## src/rtl/pc_gen.sv

```systemverilog
// Program-counter generator: boot bubble, sequential fetch, and branch redirect buffering.
// Optional macro PCGEN_MISALIGN_CHK_EN halts on misaligned redirect targets instead of masking them.
module pc_gen #(
  parameter logic [31:0] RESET_PC = 32'h8000_0000
) (
  input  logic        clk,
  input  logic        rst,
  input  logic        stall,
  input  logic        fetch_ready,
  input  logic        pc_b_j,
  input  logic [31:0] dnpc,
  output logic [31:0] pc,
  output logic        pc_valid,
  output logic        pc_wrong,
  output logic        redirect_pending,
  output logic        misalign
);

  typedef enum logic [1:0] {BOOT, RUN, REDIR, HALT} state_t;

  state_t      state_q, state_d;
  logic [31:0] pc_q, pc_d;
  logic [31:0] tgt_q, tgt_d;
  logic        fire;
  logic [31:0] redir_tgt;
  logic        redir_bad;

`ifdef PCGEN_MISALIGN_CHK_EN
  assign redir_tgt = dnpc;
  assign redir_bad = |dnpc[1:0];
`else
  assign redir_tgt = dnpc & 32'hFFFF_FFFC;
  assign redir_bad = 1'b0;
`endif

  assign fire = pc_valid & fetch_ready & ~stall;

  always_comb begin
    state_d = state_q;
    pc_d    = pc_q;
    tgt_d   = tgt_q;
    case (state_q)
      BOOT: state_d = RUN;
      RUN: begin
        if (pc_b_j) begin
          if (redir_bad) begin
            state_d = HALT;
          end else if (fire) begin
            pc_d = redir_tgt;
          end else begin
            tgt_d   = redir_tgt;
            state_d = REDIR;
          end
        end else if (fire) begin
          pc_d = pc_q + 32'd4;
        end
      end
      // Younger redirects seen here are themselves wrong-path, so pc_b_j is ignored.
      REDIR: begin
        if (fire) begin
          pc_d    = tgt_q;
          state_d = RUN;
        end
      end
      default: state_d = state_q;
    endcase
  end

  always_ff @(posedge clk or negedge rst) begin
    if (!rst) begin
      state_q <= BOOT;
      pc_q    <= RESET_PC;
      tgt_q   <= 32'h0;
    end else begin
      state_q <= state_d;
      pc_q    <= pc_d;
      tgt_q   <= tgt_d;
    end
  end

  assign pc               = pc_q;
  assign pc_valid         = (state_q == RUN) || (state_q == REDIR);
  assign pc_wrong         = (state_q == REDIR);
  assign redirect_pending = (state_q == REDIR);
`ifdef PCGEN_MISALIGN_CHK_EN
  assign misalign         = (state_q == HALT);
`else
  assign misalign         = 1'b0;
`endif

endmodule

```

## config.mk

```make
export PLATFORM = sky130hd
export DESIGN_NAME = pc_gen
export DESIGN_NICKNAME = d
export VERILOG_FILES = /design/src/rtl/pc_gen.sv
export SDC_FILE = /design/constraint.sdc
export NUM_CORES = 1
export LEC_CHECK = 0
export BUFFER_PORTS_ARGS = -buffer_cell sky130_fd_sc_hd__buf_2
export CAP_MARGIN = 15
export CORE_MARGIN = 2
export CORE_UTILIZATION = 40
export CTS_BUF_LIST = sky130_fd_sc_hd__clkbuf_8 sky130_fd_sc_hd__clkbuf_16
export DETAILED_ROUTE_END_ITERATION = 10
export GPL_TIMING_DRIVEN = 0
export PLACE_DENSITY = 0.74
export SETUP_SLACK_MARGIN = 0.02
export SKIP_CTS_REPAIR_TIMING = 1
export SKIP_LAST_GASP = 1
export SLEW_MARGIN = 20
export SYNTH_ARGS = -nofsm -noshare
export SYNTH_HDL_FRONTEND = slang
export SYNTH_SLANG_ARGS = --single-unit
```

## constraint.sdc

```tcl
create_clock -name clk -period 2.1 [get_ports clk]
set_clock_uncertainty 0.2 [all_clocks]
set_input_delay 0.105 -clock clk [delete_from_list [all_inputs] [get_ports clk]]
set_output_delay 0.105 -clock clk [all_outputs]
set_load 0.03 [all_outputs]
```

; ---- Yosys cells after proc, flatten, opt, wreduce, memory -nomap -nowiden
; Index checks and enable logic that the tools add are counted.
[word_totals]
in_bits = 37
word_cells = 30
regBits = 64
out_inout_bits = 36
[op_classes]
bitwise_logic = 4
n_eq_ne = 6
add_sub_neg = 1
reduce_logical = 7
n_mux = 9
[ops]
columns = operator, count
row1 = $mux W32, 4
row2 = $pmux W32 S2, 1
row3 = $add A32 B3 Y32 const B, 1
row4 = $mux W2, 3
row5 = $ne A2 B2 Y1 const B, 3
row6 = $pmux W2 S3, 1
row7 = $reduce_and A3 Y1, 2
row8 = $reduce_and A4 Y1, 1
row9 = $reduce_bool A3 Y1, 1
row10 = $and A1 B1 Y1, 2
row11 = $eq A2 B1 Y1 const B, 1
row12 = $eq A2 B2 Y1 const B, 1
row13 = $logic_not A2 Y1, 1
row14 = $ne A2 B1 Y1 const B, 1
row15 = $not A1 Y1, 2
row16 = $reduce_bool A2 Y1, 1
row17 = $logic_or A1 B1 Y1, 1

; ---- Longest topological paths before layout
[depth]
ltp_word = 7
depth_mapped = 9
mapped_depth_nobuf = 7

; ---- Worst setup path before layout
; Ideal clock, no wire load.
[synth_timing]
path_kind = reg-to-reg
startpoint = register state_q[0]
endpoint = register pc_q[13], in the netlist pc[13]
path_slack_ps = -175
period_less_slack_ps = 2275
required_ps = 1781
path_buffers = 3
path_stages_with_launch = 9
arrival_ps = 1956
setup_ps = 119
cell_sequence = dfrtp_1 inv_1 ha_1 buf_2 o21ai_0 clkbuf_1 clkbuf_1 a21oi_1 o21a_1
[synth_between]
elab_chain_cells = 6
word_cells_on_any_way = 10
cone_classes = eq/ne (4) / mux (1) / bitwise (2) / reduce/logical (3)
[synth_rtl]
columns = element, line
row1 = "start, declared", 21  ; state_t state_q, state_d;
row2 = "start signal, assigned", 75  ; state_q <= state_d;
row3 = $eq A2 B2 Y1 *, n/a
row4 = net pc_wrong, 14  ; output logic pc_wrong,
row5 = $logic_or A1 B1 Y1, 82  ; assign pc_valid = (state_q == RUN) || (state_q == REDIR);
row6 = $and A1 B1 Y1 (2 in series), 36  ; assign fire = pc_valid & fetch_ready & ~stall;
row7 = $ne A2 B2 Y1 (no line) or $ne A2 B1 Y1 (tied branches), n/a
row8 = $reduce_and A3 Y1 (no line), n/a
row9 = "end signal, assigned", 76  ; pc_q <= pc_d;
row10 = "end, declared", 22  ; logic [31:0] pc_q, pc_d;
; The timed path passes the listed nets; every way through them passes the cells marked *.
; A chain may end at the register's enable or synchronous reset.

; ---- Final worst setup path
[layout_timing]
startpoint = register state_q[0]
endpoint = register pc_q[17], in the netlist pc[17]
[layout_between]
elab_chain_cells = 6
word_cells_on_any_way = 10
cone_classes = eq/ne (4) / mux (1) / bitwise (2) / reduce/logical (3)
[layout_rtl]
columns = element, line
row1 = $eq A2 B1 Y1 or $eq A2 B2 Y1 (tied branches), "42, 82"
row2 = $logic_or A1 B1 Y1, 82
row3 = $and A1 B1 Y1 (2 in series), 36
row4 = $ne A2 B2 Y1 (no line) or $ne A2 B1 Y1 (tied branches), n/a
row5 = $reduce_and A3 Y1 (no line), n/a
; Several ways; a longest one is shown, not always the timed one.

==> results.toml <==
[synthesis]
seq_area_frac_synth_pct = 43.8
synth_edf_count = 0
synthFlopType = "dfrtp_1"
netlist_instances = 355
synth.distinct_cells = 56
syn-cell-area_um2 = 3540
yosysWarnings = 0
synth_seq_cells = 62
async_flop_share_pct = 100
syn_area_per_cell_um2 = 9.98

[floorplan]
start_util_pct = 41.0
die_h_um = 98.1
core_area_um2 = 8640
io_pins = 73
rows = 34
chipWidth_um = 98.1
die_area_um2 = 9620

[detailed_routing]
drtIter0Drc = 300
drc = 0
ant_nets = 0
routedWlPerCell_um = 18.1
routed_wl_um = 10800
routed_via_density = 5.77
num_vias = 3442
drt_first_pass_iters = 5

[grt]
grt_use_total_pct = 21.6
grt_max_degree = 34
grt_pass1_vias = 3192
grt_overflow = 0
grt_pass1_wl_um = 16400
antenna_found_initial = 0

[placement]
dp_hpwl_um = 7180
port-buffer-count = 67
placed_area_um2 = 4080
place.gp.congestion = 0.869

[final_layout]
nets = 525
nFillCells = 730
syn_to_final_growth_pct = 39.7
drive_gt1_share_pct = 40.3
ff_latch_area_um2 = 1570
multi_input_comb_area_um2 = 1980
antenna_cells = 0
design_area_um2 = 4950

[worst_setup_path]
cp-end-kind = "register"
path_common_cell = "o21ai_0"
worstPathRequired_ns = 2.13
critical_path.top_delay_family = "buffers and inverters"
reg2reg_from = "state_q[0]"
crit_arrival_ns = 2.11
crit_path_max_incr_delay_ns = 0.42
reg2regPathDepth = 8
slowest_stage = "dfrtp_1"
worstPathBufferInverterCount = 4
path_max_fanout = 10
critPathKind = "register to register"
reg2reg_to = "pc[17]"
path_cells = "inv_2, ha_4, buf_8, clkbuf_2, clkbuf_4, a211oi_1, o21ai_0, o21ai_0"
start_kind = "register"
rrSetupSlack_ns = 0.02

[cts]
path_clk_slew_ns = 0.07
worstSkewPairLatency_ns = 0.36
clock-sinks = 62
cts_tree = "done"
root_buffer = "clkbuf_8"
clk_path_buf_depth = 2
htreeDepth = 3
cts-buffers-inserted = 9

[timing]
slew_violations = 0
min_period_ns = 2.08
slew_headroom_pct = 56.5
max_freq_ghz = 0.481
period_share_pct = 99.0
finalSetupTns_ns = 0
hold_viol = 0
rsz0062_at_grt = "true"
worst_pin_slew_ns = 0.653
setup_viol_count_final = 0

[pwr]
vdd_drop_max_v = 0.000662
leakage_nw = 2.14
p_per_area_nw_per_um2 = 1350

[flow_run]
maxCapViolations = 0

[hold_path]
hold_class = "input port to asynchronous set/reset pin"

[outcome]
status = "completed"
report_power, final:
| group | switching [mW] | internal, mW | leakage (nW) |
|---|---|---|---|
| registers | 0.615 | 1.79 | 0.730 |
| logic | 1.76 | 1.42 | 1.30 |
| clock network | 0.488 | 0.602 | 0.108 |
| total | 2.86 | 3.82 | 2.14 |
cell usage in the layout, fill, tap and decap left out, drive strengths merged, types with 4 or more instances in the layout:
master	instances
buf	103
dfrtp	61
nand2	33
dlygate4sd3	31
mux2	30
o21ai	29
clkbuf	20
and3	17
a21oi	16
nor2	15
xnor2	12
nor3	11
nand3	10
a221oi	9
o22ai	7
xor2	7
inv	7
nand4	7
a211oi	5
a22oi	4
ha	4
final cells by class:
| type | instances | area share [%] |
|---|---|---|
| buffer | 25 | 4.17 |
| clock buffer | 11 | 3.06 |
| clock inverter | 5 | 1.01 |
| inverter | 6 | 0.531 |
| multi-input combinational | 262 | 40.0 |
| sequential | 62 | 31.7 |
| tap | 108 | 2.73 |
| timing repair buffer | 118 | 16.8 |
how the worst max path moves through the flow:
stage	start	end	slack [ns]	cells after the start
CTS	state_q[0]	pc[14]	-0.66	8
floorplan	state_q[0]	pc[22]	0.02	8
global placement	state_q[0]	pc[14]	-0.59	8
detailed placement	state_q[0]	pc[22]	-0.61	8
finish	state_q[0]	pc[17]	0.02	8
global route	state_q[0]	pc[17]	-0.05	8
registers in the layout, indices dropped and copies added (netlist names):
signal	flops
pc	30
state_q	2
tgt_q	30
cell usage after synthesis (2+ instances only):
master	n	area share, %
o21ai_1	3	0.42
ha_1	4	1.4
clkbuf_1	14	1.5
nor2_1	15	1.6
o21ai_0	26	3.7
dfrtp_1	61	43
buf_2	8	1.1
nand3_1	10	1.4
a32o_1	2	0.57
a221oi_1	9	2.2
and3_1	17	3.0
inv_1	5	0.53
a2111oi_0	2	0.49
nand2b_1	2	0.35
buf_4	4	0.85
a22oi_1	4	0.85
mux2_2	30	9.5
o221ai_1	2	0.49
and2_1	3	0.53
xnor2_1	12	3.0
a211oi_1	5	1.1
and4_1	3	0.74
nand4_1	6	1.1
o21a_1	3	0.64
xor2_1	7	1.7
o22ai_1	7	1.2
a41o_1	2	0.57
a32oi_1	2	0.49
mux2i_1	3	0.85
nor3_1	10	1.4
nand2_1	32	3.4
a21oi_1	16	2.3
o21bai_1	2	0.42
a22o_1	2	0.49
stage by stage:
step	total power [mW]	worst slack (ns)	utilization, %	hold WS (ns)	cells
floorplan	4.24	0.0206	-	-0.391	357
global placement	4.98	-0.585	46.9	0.154	532
detailed placement	5.09	-0.608	47.2	-0.132	533
CTS	6.19	-0.664	49.5	-0.522	549
global route	7.03	-0.0528	57.3	0.0513	597
finish	6.68	0.0213	57.3	0.0194	597
metal layers:
| metal | vias up | wire length (um) | GRT usage [%] |
|---|---|---|---|
| li1 | 1571 | - | - |
| met1 | 1694 | 4580 | 29.1 |
| met2 | 155 | 5220 | 33.4 |
| met3 | 22 | 840 | 6.01 |
| met4 | 0 | 148 | 7.69 |
| met5 | - | 0 | 0 |
kinds of logic after synthesis:
group                    count (synthesis)  synth area share (%)
AO/OA/AOI/OAI                           95                  18.2
XOR/XNOR                                19                  4.70
adder cells (fa/ha/maj)                  4                  1.41
buffers and inverters                   33                  4.42
flip-flops                              62                  43.8
multiplexers                            33                  10.4
other                                    1                 0.106
AND/OR/NAND/NOR                        108                  17.0
No activity file was read; power rests on OpenSTA's default activity.
